[src/rtl/arithmetic_unit.sv]
// arithmetic_unit: registered signed add/sub/mul/negate with overflow flag, one-cycle latency.
// Define ARITH_UNIT_SATURATE_EN to clamp overflowing results instead of wrapping.
module arithmetic_unit #(
    parameter int WIDTH = 4
) (
    input  logic                    clk,
    input  logic                    rst_n,
    input  logic signed [WIDTH-1:0] A,
    input  logic signed [WIDTH-1:0] B,
    input  logic        [1:0]       sel,
    input  logic                    in_valid,
    output logic signed [WIDTH-1:0] Q,
    output logic                    overflow,
    output logic                    out_valid
);
    localparam int PW = 2 * WIDTH;
    logic signed [PW-1:0]    a_x, b_x, exact;
    logic [PW-WIDTH:0]       top;
    logic                    ov;
    logic signed [WIDTH-1:0] q_next;
    assign a_x = PW'(A);
    assign b_x = PW'(B);
    // 2*WIDTH bits hold every exact sum, difference, product and negation
    always_comb
        exact = sel == 2'b00 ? a_x + b_x :
                sel == 2'b01 ? a_x - b_x :
                sel == 2'b10 ? a_x * b_x : -a_x;
    // in range iff every bit above the result's sign bit matches it
    assign top = exact[PW-1:WIDTH-1];
    assign ov  = !(&top || ~|top);
`ifdef ARITH_UNIT_SATURATE_EN
    always_comb
        q_next = !ov ? exact[WIDTH-1:0] :
                 exact[PW-1] ? {1'b1, {(WIDTH-1){1'b0}}} : {1'b0, {(WIDTH-1){1'b1}}};
`else
    assign q_next = exact[WIDTH-1:0];
`endif
    always_ff @(posedge clk or negedge rst_n)
        if (!rst_n) begin
            Q         <= '0;
            overflow  <= 1'b0;
            out_valid <= 1'b0;
        end else begin
            out_valid <= in_valid;
            if (in_valid) begin
                Q        <= q_next;
                overflow <= ov;
            end
        end
endmodule

[config.mk]
export PLATFORM = sky130hd
export DESIGN_NAME = arithmetic_unit
export DESIGN_NICKNAME = d
export VERILOG_FILES = /design/src/rtl/arithmetic_unit.sv
export SDC_FILE = /design/constraint.sdc
export NUM_CORES = 1
export LEC_CHECK = 0
export ABC_AREA = 1
export CORE_UTILIZATION = 50
export CTS_BUF_LIST = sky130_fd_sc_hd__clkbuf_4 sky130_fd_sc_hd__clkbuf_8 sky130_fd_sc_hd__clkbuf_16
export CTS_CLUSTER_SIZE = 8
export DETAILED_ROUTE_END_ITERATION = 10
export GPL_TIMING_DRIVEN = 0
export PLACE_DENSITY = 0.72
export SYNTH_ARGS = -nofsm -noshare
export SYNTH_HDL_FRONTEND = slang
export SYNTH_SLANG_ARGS = --single-unit
[constraint.sdc]
create_clock -name clk -period 1.6 [get_ports clk]
set_clock_uncertainty 0.05 [all_clocks]
set_input_delay 0.32 -clock clk [delete_from_list [all_inputs] [get_ports clk]]
set_output_delay 0.32 -clock clk [all_outputs]
set_load 0.01 [all_outputs]
**After elaboration in Yosys (flattened, before gate mapping)**

Cells that the tools add are included.

- Register bits after elaboration: 6
- Bits of input ports: 13
- Output and inout port bits: 6
- Word-level logic and storage cells: 18

- $add $sub $neg: 3
- $mul: 1
- Equal/unequal tests: 2
- Multiplexer cells: 3
- Reductions and logical operators: 6

Operators by type and width:

| kind | number |
|---|---|
| 8-bit 2-to-1 mux | 3 |
| 4-bit by 4-bit multiplier with 8-bit output | 1 |
| 4-bit negation with 8-bit output | 1 |
| 4-bit by 4-bit adder with 5-bit output | 1 |
| 5-bit AND reduction | 1 |
| 5-bit OR reduction | 1 |
| 4-bit by 4-bit subtractor with 5-bit output | 1 |
| 2-bit by 1-bit equality test with 1-bit output (second input constant) | 1 |
| 2-bit equality test (second input constant) | 1 |
| 1-bit zero test | 2 |
| 2-bit zero test | 1 |
| 1-bit logical OR | 1 |

**Depth between registers and ports, before layout**

Gate-level depths: netlist (run 1).

- Depth in word-level cells: 8
- Gate-level depth with buffers: 22
- Gate-level depth less buffers: 22

**Worst setup path before layout (run 1)**

No wires, ideal clock.

- Path type: in2reg
- Start: input A[0]
- End: register overflow
- Library setup time: 117 ps
- Data arrival time: 3411 ps
- Data required time: 1433 ps
- Slack: -1979 ps
- Cell stages on the path: 22
- Path buffers: 0
- Cell sequence: inv_1 -> nand2_1 -> fa_1 -> inv_1 -> fa_1 -> inv_1 -> fa_1 -> inv_1 -> ha_1 -> inv_1 -> fa_1 -> nand3b_1 -> nand2_1 -> nand2_1 -> nand2_1 -> nand2_1 -> nand3_1 -> nand2_1 -> inv_1 -> nand2_1 -> nand3_1 -> nand2_1

- Cells in the longest elaborated chain, start to end: 8
- Elaborated cells on any way between the ends: 12
- Classes of those cells: add/sub: 3; mul: 1; mux: 3; reduce/logical: 5

RTL lines:

| item | line | RTL |
|---|---|---|
| start, declared | 8 | `input logic signed [WIDTH-1:0] A,` |
| 4-bit by 4-bit multiplier with 8-bit output or 4-bit negation with 8-bit output (tied branches) | 27 | `sel == 2'b10 ? a_x * b_x : -a_x;` |
| 8-bit 2-to-1 mux | 27 |  |
| 8-bit 2-to-1 mux | 26 | `sel == 2'b01 ? a_x - b_x :` |
| 8-bit 2-to-1 mux (*) | 25 | `exact = sel == 2'b00 ? a_x + b_x :` |
| 5-bit OR reduction | 30 | `assign ov = !(&top \|\| ~\|top);` |
| 1-bit zero test | 30 |  |
| 1-bit logical OR (*) | 30 |  |
| 1-bit zero test (*) | 30 |  |
| end signal, assigned | 47 | `overflow <= ov;` |
| end, declared | 13 | `output logic overflow,` |

Mark *: on every way between the ends. The rest lies on a longest branch, timed or not.
A chain may end at the register's enable or synchronous reset.

**Worst setup path after layout (run 1)**

Same ends and word-level chain as after synthesis.

==> out/metrics.csv, run 1 <==
metric;value;unit
netlist_area;1480;µm²
power.leakage;1.10;nW
synth_edf_count;0;
cts_tree;built;
n_antenna_cell;0;
reg2reg_slack;860;ps
ys_types;22;
avgSynthCellArea;6.42;µm²
whs;249;ps
portBuffers;18;
layout.nets;311;
critPathCaptureType;register;
synth_fa_ha_area_share;34.4;%
syn_inst;230;
fin_cells;293;
grt_max_degree;9;
row_count;19;
ctsHoldBuffers;0;
dieArea;3180;µm²
ys_seq_elements;6;
cts_max_level;1;
cts_root_buffer;clkbuf_4;
grt_pass1_vias;1505;
synth.top_cells.by_count;nand2_1, inv_1, ha_1;
core;2780;µm²
synth_nets;277;
ys.warnings.count;0;
pin_count;19;
p_total;0.00110;W
cts_sinks;6;
slew_viol_final;0;
yosys.area.top_type;ha_1;
dp_cells;279;
die_h;56.4;µm
drtPass1Iterations;4;
fin_ws;-1660;ps
wl;3.58;mm
place.gp.congestion;0.819;
syn2layout_area_growth;36.7;%
drtIter0Drc;58;
outcome;complete, but fails checks;
synth-simple-area-share;33.1;%
cp_max_fo;2;
powerDensity;543;nW/µm²
r2r_start;Q[0];
path_class;input port to register;
setup_viol_count_final;4;
clkTransAtPathRegs;50;ps
grt_pass1_wl;6.49;mm
grt_use_total;25.8;%
hold_class;input port to async pin;
num_vias;1492;
async_flop_share;100;%
cp-start-kind;input port;
cts_made_buffers;3;
max_freq;307;MHz
synthXorXnorAreaFrac;0.593;%
period_needed;3260;ps
viasPerCell;5.09;
clock_latency;260;ps
worstPathRequired;1700;ps
drc;0;
place_hpwl;2.76;mm
slew_headroom;79.8;%
netlist.area_leader.share;19.5;%
synth.most_common_cell;nand2_1;
netlist_top_cells_area;ha_1, nand2_1, fa_1;
grt-ovfl-total;0;
worstPathArrival;3360;ps
rr_endpoint;Q[0];
synth_top_family_by_area;adder cells;
maxCapViolations;0;
worstRegToRegCells;1;
synth_compound_area_share;7.11;%
synthMuxAreaShare;0;%
cts.path.max_buffers;2;
yosys_most_used_dff;dfrtp_1;
postRouteAntennaNets;0;
violations;setup timing;
ir_drop;541;µV
drive_gt1_share;25.6;%
seq_area_frac_synth;10.2;%
wl_per_cell;12.2;µm
initial_core_util;53.1;%
rsz0062_at_grt;true;
worst_pin_slew;302;ps
antenna_found_initial;0;
die_width;56.4;µm
period_share;203;%
hold_violations;0;
==> layout by cell type (no fill, tap or decap), types with 2 or more instances in the layout <==
| cell | n |
|---|---|
| a31oi_1 | 2 |
| a21oi_1 | 6 |
| nor2_1 | 17 |
| nand2_1 | 56 |
| buf_12 | 3 |
| buf_8 | 2 |
| o21ai_0 | 3 |
| nand3_1 | 21 |
| nor2_2 | 2 |
| nand2_2 | 11 |
| nand2_8 | 2 |
| fa_1 | 10 |
| buf_4 | 11 |
| o21ai_2 | 4 |
| ha_1 | 16 |
| buf_6 | 2 |
| inv_1 | 42 |
| dfrtp_1 | 6 |
| clkdlybuf4s50_1 | 8 |
| clkbuf_4 | 3 |
| inv_2 | 10 |
| ha_4 | 6 |
==> sequential cells by signal, indices dropped and copies added (netlist names) <==
name / flops
Q: 4
out_valid: 1
overflow: 1
==> through the flow <==
stage	util (%)	cell area [µm²]	setup WS, ps	TNS, ps
after detailed placement	64.3	1790	-2670	-6430
after global routing	72.6	2020	-1900	-3230
after global placement	64.3	1790	-2660	-6400
after CTS	71.2	1980	-1670	-2870
final	72.6	2020	-1660	-2770
after floorplan	-	1570	-1710	-2740
==> worst max-delay path, cell delays in order <==
cell and delay, ps:
buf_12 110, clkinv_8 40, nand2_4 40, fa_1 490
inv_2 40, fa_1 470, inv_1 50, fa_1 440
inv_2 70, ha_4 120, inv_2 30, fa_2 340
nand3b_1 180, nand2_1 80, nand2_1 60, nand2_1 50
nand2_1 60, nand3_2 80, nand2_2 60, inv_1 50
nand2_1 40, nand3_1 60, nand2_1 60
==> routing by layer <==
| layer | GRT usage [%] | vias to the layer above | routed length, µm |
|---|---|---|---|
| met4 | 5.57 | 0 | 45 |
| met5 | 0 | - | 0 |
| met1 | 34.4 | 681 | 1760 |
| met3 | 4.84 | 5 | 116 |
| li1 | - | 779 | - |
| met2 | 43.5 | 27 | 1660 |
==> power breakdown <==
group	leakage [nW]	switching [W]	internal (W)	total [W]
Sequential	0.0693	0.00000849	0.000172	0.000180
Combinational	1.02	0.000420	0.000346	0.000767
Clock	0.0138	0.0000654	0.0000855	0.000151
Total	1.10	0.000494	0.000604	0.00110
==> cell type report <==
cell class	count	area [µm²]
Multi-Input combinational cell	167	1260
Fill cell	234	762
Timing Repair Buffer	29	302
Inverter	55	223
Sequential cell	6	150
Tap cell	31	38.8
Clock buffer	3	22.5
Buffer	2	18.8
==> kinds of logic after synthesis <==
kind of cell    Yosys count
compound gates           18
xor+xnor                  1
fa+ha+maj                34
buf+inv                  57
flops                     6
simple gates            114
==> worst max path at each step <==
stage | from | endpoint | depth (start not counted)
final | A[0] | overflow | 23
after CTS | A[0] | overflow | 23
after floorplan | B[1] | overflow | 21
after detailed placement | B[1] | overflow | 22
after global routing | A[2] | overflow | 22
after global placement | B[1] | overflow | 22
==> timing repair <==
item,4_1_cts,5_1_grt
setup endpoints to repair,4,4
pin swaps,19,13
setup buffers,10,2
resized for setup,74,11
No activity file was read; power rests on OpenSTA's default activity.
==> run 2: changes to the inputs <==
--- a/config.mk
+++ b/config.mk
@@ -5,13 +5,14 @@
 export SDC_FILE = /design/constraint.sdc
 export NUM_CORES = 1
 export LEC_CHECK = 0
-export ABC_AREA = 1
+export ABC_AREA = 0
+export CORE_MARGIN = 2
 export CORE_UTILIZATION = 50
 export CTS_BUF_LIST = sky130_fd_sc_hd__clkbuf_4 sky130_fd_sc_hd__clkbuf_8 sky130_fd_sc_hd__clkbuf_16
 export CTS_CLUSTER_SIZE = 8
 export DETAILED_ROUTE_END_ITERATION = 10
 export GPL_TIMING_DRIVEN = 0
-export PLACE_DENSITY = 0.72
+export PLACE_DENSITY = 0.73
 export SYNTH_ARGS = -nofsm -noshare
 export SYNTH_HDL_FRONTEND = slang
 export SYNTH_SLANG_ARGS = --single-unit
==> out/metrics.csv, run 2 <==
metric;value;unit
outcome;complete, but fails checks;
violations;setup timing;
cts.path.max_buffers;2;
reg.largest.list;Q (4), out_valid (1), overflow (1);
place_hpwl;2.46;mm
largest_reg_flops;4;
swShare;40.0;%
netlist_area;1370;µm²
hold_class;input port to async pin;
grt_pass1_wl;5.35;mm
slew_headroom;69.0;%
grt-ovfl-total;0;
place.gp.congestion;0.855;
cts_tree;built;
cp_max_fo;4;
cts_root_buffer;clkbuf_4;
drive_gt1_share;34.2;%
synth.top_cells.by_count;inv_1, ha_1, nor2_1;
wl_per_cell;14.2;µm
period_share;221;%
hold_violations;0;
p_sw;0.000461;W
yosys_most_used_dff;dfrtp_1;
ctsHoldBuffers;0;
yosys.area.top_type;ha_1;
layout.nets;233;
cts_max_level;1;
num_vias;1156;
most-common-layout-cells;inv_1, ha_1, nor2_1;
n_antenna_cell;0;
final_common_cell;inv_1;
rsz0062_at_grt;true;
power.share.clock;11.4;%
regMostFlops;Q;
setup_viol_count_final;4;
grt_pass1_vias;1260;
wl;3.05;mm
dp_cells;202;
combPwrFrac;71.6;%
worstPathArrival;3590;ps
drc;0;
period_needed;3530;ps
ys_types;36;
cp-start-kind;input port;
worstPathRequired;1660;ps
postRouteAntennaNets;0;
max_freq;283;MHz
n_fill_cell;184;
place_area;1690;µm²
seq_area_frac_synth;10.9;%
ys_seq_elements;6;
synth_edf_count;0;
clkTransAtPathRegs;40;ps
ys.warnings.count;0;
portBuffers;18;
grt_use_total;20.9;%
fin_cells;214;
path_class;input port to register;
critPathCaptureType;register;
netlist_top_cells_area;ha_1, fa_1, dfrtp_1;
syn2layout_area_growth;39.8;%
die_width;56.4;µm
power.leakage;0.895;nW
ir_drop;496;µV
slew_viol_final;0;
whs;273;ps
die_h;56.4;µm
worst_pin_slew;466;ps
initial_core_util;53.9;%
row_count;18;
grt_max_degree;11;
drtPass1Iterations;4;
synth.most_common_cell;inv_1;
pin_count;19;
cts_sinks;6;
syn_inst;154;
core;2540;µm²
cts_made_buffers;3;
fin_ws;-1930;ps
netlist.area_leader.share;21.0;%
maxCapViolations;0;
p_seq_share;16.9;%
fin_area;1920;µm²
dieArea;3180;µm²
viasPerCell;5.40;
clock_latency;230;ps
synth_nets;201;
avgSynthCellArea;8.90;µm²
p_int;0.000692;W
powerDensity;602;nW/µm²
antenna_found_initial;0;
async_flop_share;100;%
fin_setup_tns;-3770;ps
drtIter0Drc;20;
-- run 2: worst max-delay path: stages --
cell and delay (ps):
buf_12 90, nand2_8 50, fa_1 540, inv_2 40
fa_1 470, inv_1 50, fa_1 460, inv_2 80
ha_4 130, inv_2 30, fa_2 360, nor2b_4 130
o21a_1 110, nor2_1 60, xnor2_2 140, xnor2_2 160
a2111oi_2 330, a211oi_2 60
-- run 2: power by group through the flow --
stage,logic [W],clock network [W],registers [W]
after CTS,0.000773,0.000138,0.000195
after detailed placement,0.000712,0,0.000197
after floorplan,0.000485,0,0.000209
after global placement,0.000689,0,0.000195
final,0.000826,0.000132,0.000195
after global routing,0.000923,0.000144,0.000200
-- run 2: what timing repair did --
action                                  in CTS  in global routing
endpoints found under the setup margin       5                  5
gates cloned                                 0                  0
buffers inserted                             8                  1
pin swaps                                    9                  9
resized for setup                           72                 13
-- run 2: routing by layer --
metal / up-vias / wire length [µm] / track usage [%]
met4: 0 / 44 / 5.44
li1: 572 / - / -
met5: - / 0 / 0
met3: 4 / 97 / 2.53
met2: 21 / 1700 / 42.4
met1: 559 / 1210 / 22.1
-- run 2: metrics by stage --
step	setup slack [ps]	total power, W	utilization, %
after CTS	-1990	0.00111	73.0
after detailed placement	-2990	0.000909	66.3
after global routing	-2090	0.00127	75.3
final	-1930	0.00115	75.3
after floorplan	-2020	0.000694	-
after global placement	-2950	0.000884	66.3
-- run 2: layout make-up --
type / count / area (µm²) / share of cell area [%]
plain buffers: 4 / 31.3 / 1.63
clock buffers: 3 / 22.5 / 1.17
well taps: 30 / 37.5 / 1.96
flip-flops and latches: 6 / 150 / 7.83
repair buffers: 27 / 278 / 14.5
inverters: 29 / 121 / 6.33
multi-input cells: 115 / 1280 / 66.6
-- run 2: final timing paths --
check,to,slack (ps),startpoint,cells after the start
max,overflow,-1930,B[1],18
min,out_valid,270,rst_n,1
max reg2reg,Q[2],790,Q[2],1
min reg2reg,Q[0],460,Q[0],1
max in group asynchronous,Q[0],1020,rst_n,1
min in group clk,Q[0],460,Q[0],1
-- run 2: cells by family (layout without fill, tap and decap cells) --
family / count (synthesis) / after routing / share of synthesized area, %
xor+xnor: 10 / 10 / 6.39
buf+inv: 33 / 63 / 9.58
flops: 6 / 6 / 10.9
fa+ha+maj: 34 / 34 / 37.0
mux: 7 / 7 / 8.03
simple gates: 41 / 41 / 15.3
compound gates: 23 / 23 / 12.7
==> run 3: changes to the inputs <==
--- a/config.mk
+++ b/config.mk
@@ -13,6 +13,8 @@
 export DETAILED_ROUTE_END_ITERATION = 10
 export GPL_TIMING_DRIVEN = 0
 export PLACE_DENSITY = 0.73
+export REMOVE_ABC_BUFFERS = 1
+export SLEW_MARGIN = 40
 export SYNTH_ARGS = -nofsm -noshare
 export SYNTH_HDL_FRONTEND = slang
 export SYNTH_SLANG_ARGS = --single-unit
==> out/metrics.csv, run 3 (synthesis results as in run 2) <==
metric;value;unit
outcome;complete, but fails checks;
violations;setup timing;
p_total;0.00116;W
n_antenna_cell;0;
fin_cells;218;
final_common_cell;inv_1;
viasPerCell;5.74;
pin_count;19;
antenna_found_initial;0;
clock_latency;240;ps
grt_max_degree;14;
cts_max_level;1;
largest_reg_flops;4;
clkTransAtPathRegs;40;ps
drtPass1Iterations;4;
crit_slowest_cell;fa_1;
cts_sinks;6;
wl_per_cell;17.1;µm
place.gp.congestion;0.861;
powerDensity;603;nW/µm²
cts_root_buffer;clkbuf_4;
hold_violations;0;
cp_top_family;adder cells;
dp_cells;198;
n_fill_cell;172;
slew_viol_final;0;
slew_headroom;66.1;%
row_count;18;
core;2540;µm²
ctsHoldBuffers;0;
wl;3.73;mm
period_needed;3730;ps
cts.path.max_buffers;2;
hold_class;input port to async pin;
rsz0062_at_grt;true;
grt_pass1_wl;5.90;mm
cts_tree;built;
worstRegToRegCells;1;
dieArea;3180;µm²
critPathCaptureType;register;
cp_cell_sequence;buf_8 > inv_6 > nand2_4 > fa_1 > inv_1 > fa_1 > inv_1 > fa_1 > inv_2 > ha_4 > inv_2 > fa_2 > nor2b_2 > o21a_1 > nor2_1 > xnor2_1 > xnor2_1 > a2111oi_2 > a211oi_2;
ir_drop;575;µV
initial_core_util;53.9;%
crit_path_frequent_cell;fa_1;
r2r_start;Q[2];
grt-ovfl-total;0;
regMostFlops;Q;
drtIter0Drc;50;
max_freq;268;MHz
place_hpwl;2.52;mm
layout.nets;237;
worstPathRequired;1670;ps
worst_pin_slew;508;ps
fin_ws;-2130;ps
drc;0;
setup_viol_count_final;5;
grt_pass1_vias;1296;
cp_max_fo;2;
drive_gt1_share;33.0;%
cpPeakStageDelay;500;ps
period_share;233;%
die_h;56.4;µm
pre_cts_ws;-3190;ps
die_width;56.4;µm
cp.buffers_inverters;6;
grt_use_total;24.1;%
path_class;input port to register;
cp-start-kind;input port;
num_vias;1252;
most-common-layout-cells;inv_1, ha_1, nor2_1, buf_4;
syn2layout_area_growth;40.5;%
maxCapViolations;0;
rr_endpoint;Q[2];
cts_made_buffers;3;
worstPathArrival;3800;ps
reg2reg_slack;800;ps
portBuffers;18;
power.leakage;0.911;nW
postRouteAntennaNets;0;
reg.largest.list;Q (4), out_valid (1), overflow (1);
## run 3: changes by cell type in the layout (fill, tap and decap cells not counted), moves of 2 or more
cell	delta
xnor2_1	+2
inv_1	+3
xnor2_2	-2
buf_6	+5
buf_12	-2
buf_8	+2
inv_2	-3
## run 3: stage by stage
step	setup TNS [ps]	instance area, µm²	util (%)	hold WS, ps
after detailed placement	-8110	1570	61.6	446
after CTS	-3880	1840	72.3	265
after global routing	-5700	1930	75.7	298
after floorplan	-4770	1350	-	-25.6
after global placement	-7660	1570	61.6	441
final	-5330	1930	75.7	265
## run 3: worst max path at each step
stage                     startpoint  endpoint  cells after the start
after floorplan                 A[0]  overflow                     18
after global placement          A[0]  overflow                     19
after detailed placement        A[0]  overflow                     19
after CTS                       A[3]  overflow                     16
after global routing            A[0]  overflow                     19
final                           A[0]  overflow                     19
## run 3: layout make-up
cell class,instances,area [µm²],share of cell area (%)
Sequential cell,6,150,7.79
Inverter,29,114,5.91
Tap cell,30,37.5,1.95
Multi-Input combinational cell,115,1240,64.5
Timing Repair Buffer,35,359,18.6
Clock buffer,3,22.5,1.17
## run 3: metal layers
layer  vias to the layer above  part of all wire [%]  track usage, %
met5                         -                     0               0
met4                         0                   6.3            13.6
met3                        25                   5.2            2.53
met2                        56                    52            44.7
met1                       595                    36            26.2
li1                        576                     -               -
## run 3: what timing repair did
action | in CTS | in global routing
gates cloned | 0 | 0
pin swaps | 17 | 7
hold endpoints to repair | 0 | 0
gates resized for setup | 88 | 10
buffers inserted | 10 | 8
endpoints found under the setup margin | 5 | 4
## run 3: power breakdown
part	leakage (nW)	switching, W	total, W	internal [W]
clock network	0.0138	0.0000532	0.000138	0.0000847
registers	0.0685	0.0000133	0.000193	0.000180
logic	0.828	0.000409	0.000831	0.000422
